`config.mk`:
```
export PLATFORM = sky130hd
export DESIGN_NAME = bit_serial_add_ctrl
export DESIGN_NICKNAME = d
export VERILOG_FILES = /design/src/rtl/bit_serial_add_ctrl.sv
export SDC_FILE = /design/constraint.sdc
export NUM_CORES = 1
export LEC_CHECK = 0
export ABC_AREA = 1
export CAP_MARGIN = 20
export CORE_UTILIZATION = 25
export CTS_BUF_LIST = sky130_fd_sc_hd__clkbuf_8
export DETAILED_ROUTE_END_ITERATION = 12
export GPL_ROUTABILITY_DRIVEN = 0
export GPL_TIMING_DRIVEN = 0
export HOLD_SLACK_MARGIN = 0.15
export PLACE_DENSITY = 0.55
export SETUP_SLACK_MARGIN = 0.02
export SLEW_MARGIN = 20
export SYNTH_ARGS = -nofsm -noshare
export SYNTH_HDL_FRONTEND = slang
export SYNTH_SLANG_ARGS = --single-unit
```
`constraint.sdc`:
```
create_clock -name clk -period 3.12 [get_ports clk]
set_input_delay 0.78 -clock clk [delete_from_list [all_inputs] [get_ports clk]]
set_output_delay 0.78 -clock clk [all_outputs]
set_load 0.01 [all_outputs]
```
`src/rtl/bit_serial_add_ctrl.sv`:
```
// Bit-serial adder sequencer: one full-adder cell, one bit per clock, LSB first.
// Start/busy/done handshake with synchronous abort and registered results.
module bit_serial_add_ctrl #(
  parameter int WIDTH = 8
) (
  input  logic             clk,
  input  logic             rst,
  input  logic             start,
  input  logic [WIDTH-1:0] a,
  input  logic [WIDTH-1:0] b,
  input  logic             cin,
  input  logic             abort,
  output logic             busy,
  output logic             done,
  output logic [WIDTH-1:0] sum,
  output logic             cout,
  output logic             ovf
);

  localparam int CW = (WIDTH > 1) ? $clog2(WIDTH) : 1;
  localparam logic [CW-1:0] LAST = CW'(WIDTH - 1);
  localparam logic [CW-1:0] PENULT = CW'(WIDTH - 2);

  typedef enum logic [1:0] {
    IDLE,
    RUN,
    FIN
  } state_t;

  state_t           state;
  logic [WIDTH-1:0] a_sh;
  logic [WIDTH-1:0] b_sh;
  logic [WIDTH-1:0] s_sh;
  logic             c;
  logic             c_msb_in;
  logic [CW-1:0]    cnt;

  logic fa_x;
  logic fa_y;
  logic fa_sum;
  logic fa_cout;

  always_comb begin
    fa_x    = a_sh[0];
    fa_y    = b_sh[0];
    fa_sum  = fa_x ^ fa_y ^ c;
    fa_cout = (fa_x & fa_y) | ((fa_x ^ fa_y) & c);
  end

  always_ff @(posedge clk or posedge rst) begin
    if (rst) begin
      state    <= IDLE;
      busy     <= 1'b0;
      done     <= 1'b0;
      sum      <= '0;
      cout     <= 1'b0;
      ovf      <= 1'b0;
      a_sh     <= '0;
      b_sh     <= '0;
      s_sh     <= '0;
      c        <= 1'b0;
      c_msb_in <= 1'b0;
      cnt      <= '0;
    end else begin
      done <= 1'b0;
      unique case (state)
        IDLE: begin
          if (start) begin
            a_sh  <= a;
            b_sh  <= b;
            c     <= cin;
            cnt   <= '0;
            state <= RUN;
            busy  <= 1'b1;
          end
        end
        RUN: begin
          if (abort) begin
            state <= IDLE;
            busy  <= 1'b0;
          end else begin
            a_sh <= {1'b0, a_sh[WIDTH-1:1]};
            b_sh <= {1'b0, b_sh[WIDTH-1:1]};
            s_sh <= {fa_sum, s_sh[WIDTH-1:1]};
            c    <= fa_cout;
            cnt  <= cnt + 1'b1;
            // carry leaving bit WIDTH-2 is the carry into the MSB
            if (cnt == PENULT) begin
              c_msb_in <= fa_cout;
            end
            if (cnt == LAST) begin
              sum   <= {fa_sum, s_sh[WIDTH-1:1]};
              cout  <= fa_cout;
              ovf   <= c_msb_in ^ fa_cout;
              done  <= 1'b1;
              state <= FIN;
            end
          end
        end
        FIN: begin
          state <= IDLE;
          busy  <= 1'b0;
        end
        default: begin
          state <= IDLE;
          busy  <= 1'b0;
        end
      endcase
    end
  end

endmodule
```
==> impl_metrics.tcl <==
set metrics [dict create \
    status "finished clean" \
    required_ps 2340 \
    synth_edf_count 0 \
    first_iter_violations 48 \
    path_max_fanout 2 \
    finalSetupViolCount 0 \
    cts_tree "yes" \
    design_area_sq_um 2550 \
    routedWlPerCell_microns 11.4 \
    fp.dieH_microns 91.0 \
    power_mw 1.56 \
    fp-row-count 32 \
    track_usage 0.120 \
    max_freq_ghz 0.508 \
    start_util 0.257 \
    yosys.area.top_type "dfrtp_1" \
    syn_area_per_cell_sq_um 8.21 \
    yosys_register_bits 42 \
    synth_top_cell_area_share 0.531 \
    grt_pass1_vias 1646 \
    synth_area_sq_um 1980 \
    clock_latency_ps 290 \
    ant_nets 0 \
    synth_fp_nets 266 \
    yosysMostFrequentCell "nand2_1" \
    die_area_sq_um 8270 \
    clock_skew_ps 6.09 \
    peakVddDrop_mv 0.257 \
    wl_microns 4370 \
    synth_area_leaders "dfrtp_1, nand2_1, nand3_1" \
    grt_pass1_wl_microns 7840 \
    drv.max_cap_violation_count 0 \
    cp_top_family "buffers and inverters" \
    synthArstFlopShare 1.00 \
    yosys-top-cells-count "nand2_1, dfrtp_1, nand3_1, inv_1, o21ai_1" \
    hold_path_class "flip-flop to flip-flop" \
    post-route-min-period_ps 1970 \
    critPathSlowestCell "clkdlybuf4s50_1" \
    cts_hold_buf 0 \
    critPathKind "flip-flop to output port" \
    viasPerCell 4.26 \
    dr.pass1.iters 4 \
    crit_path_start_kind "flip-flop" \
    grt_remaining_overflow 0 \
    synth-main-ff-cell "dfrtp_1" \
    period_share 0.631 \
    antenna_cells 0 \
    syn_inst 241 \
    yosysSeqAreaShare 0.531 \
    hold_viol 0 \
    drc 0 \
    synth_cell_types 19 \
    cp-end-kind "output port" \
    placed_area_sq_um 2450 \
    p_leak_nw 1.31 \
    fin_nets 306 \
    h-tree-depth 2 \
    cp.buffers_inverters 1 \
    ios 33 \
    io_buffers 32 \
    antenna_found_initial 0 \
    rsz0062_at_grt "no" \
    p_per_area_nw_per_um2 612 \
    syn2layout_area_growth_pct 29.0 \
    clk_pin_slew_ps 80 \
    crit_chain "clkdlybuf4s50_1" \
    setup-tns-final_ps 0 \
    drive_above_1_share 0.106 \
    cpPeakStageDelay_ps 540 \
    post_cts_resized 0 \
    worst_pin_slew_ps 449 \
    grt_max_degree 24 \
    fp.coreArea_sq_um 7690 \
    cp.arrival_ps 1190 \
    clockRootBuffer "clkbuf_8" \
    dr_total_vias 1636 \
    clock_sinks 42 \
    ys_warn_count 0 \
    cts.path.max_buffers 2 \
    die_x_microns 91.0 \
    hpwl_microns 3100 \
    slew_headroom 0.700 \
    cts_buffers 5 \
    maxSlewViolCount 0 \
    post_cts_buffers 0 \
]
==> state kept, by name, summed over array words and instances, names as in the netlist <==
| signal | flops |
|---|---|
| c_msb_in | 1 |
| cout | 1 |
| b_sh | 8 |
| sum | 8 |
| a_sh | 8 |
| c | 1 |
| ovf | 1 |
| s_sh | 7 |
| busy | 1 |
| cnt | 3 |
| state | 2 |
| done | 1 |
==> report_power, final <==
| part | leakage, nW | internal [mW] | total (mW) | switching (mW) |
|---|---|---|---|---|
| Combinational | 0.693 | 0.172 | 0.401 | 0.229 |
| Clock | 0.0607 | 0.233 | 0.415 | 0.182 |
| Sequential | 0.552 | 0.671 | 0.746 | 0.0749 |
| Total | 1.31 | 1.08 | 1.56 | 0.486 |
==> path summary, 6_finish.rpt <==
check | startpoint | to | slack (ps) | depth (start not counted)
worst min register to register | busy | busy | 470 | 2
worst max register to register | cnt[0] | cout | 1600 | 8
min in group asynchronous | rst | sum[0] | 810 | 2
max in group asynchronous | rst | b_sh[1] | 1830 | 3
worst max-delay path | sum[5] | sum[5] | 1150 | 1
worst min-delay path | busy | busy | 470 | 2
==> metrics by stage <==
stage	worst slack [ps]	hold slack, ps	utilization	cells
floorplan	1370	442	-	241
global placement	430	458	0.316	375
detailed placement	991	459	0.318	376
CTS	1130	477	0.332	384
global route	1090	493	0.332	384
finish	1150	474	0.332	384
==> cell usage in the layout, fill, tap and decap left out <==
cell	Yosys	routed
nand2_2	2	2
buf_6	2	2
nand2_4	1	1
buf_4	1	1
dfrtp_1	42	42
inv_2	2	3
nor2_4	2	2
nor2_2	2	2
buf_2	9	9
fa_1	1	1
inv_1	13	14
clkdlybuf4s50_1	0	32
bufinv_16	0	1
xor2_1	1	1
ha_1	3	3
nand3_2	1	1
nand3_1	37	37
clkbuf_8	0	5
nand2_1	105	105
buf_12	0	1
o21ai_0	1	1
nor2_1	3	3
o21ai_1	13	13
==> worst register-to-register path: stages, from the launching register on <==
cell and delay [ps]:
dfrtp_1 410, ha_1 210, ha_1 190, inv_1 70, nor2_1 50, nand2_2 150
buf_2 240, nand2_1 70, nand2_1 70
==> routing by layer <==
metal / part of all wire / GRT usage
met4: 0.014 / 0.0516
met2: 0.45 / 0.183
met5: 0 / 0
met1: 0.49 / 0.161
met3: 0.048 / 0.0310
==> cell families after synthesis <==
kind of cell | after synthesis | synth area share
AND/OR/NAND/NOR | 153 | 0.333
flip-flops | 42 | 0.531
buffers and inverters | 27 | 0.0664
AO/OA/AOI/OAI | 14 | 0.0354
adder cells (fa/ha/maj) | 4 | 0.0291
XOR/XNOR | 1 | 0.00443
==> cell type report <==
| class | count | area, sq um |
|---|---|---|
| multi-input cells | 172 | 796 |
| plain buffers | 12 | 75.1 |
| fillers | 842 | 5130 |
| flip-flops and latches | 42 | 1050 |
| clock buffers | 5 | 68.8 |
| well taps | 102 | 128 |
| repair buffers | 33 | 340 |
| inverters | 15 | 56.3 |
| clock inverters | 3 | 37.5 |
Note: power is estimated with default switching activity, not from simulation.
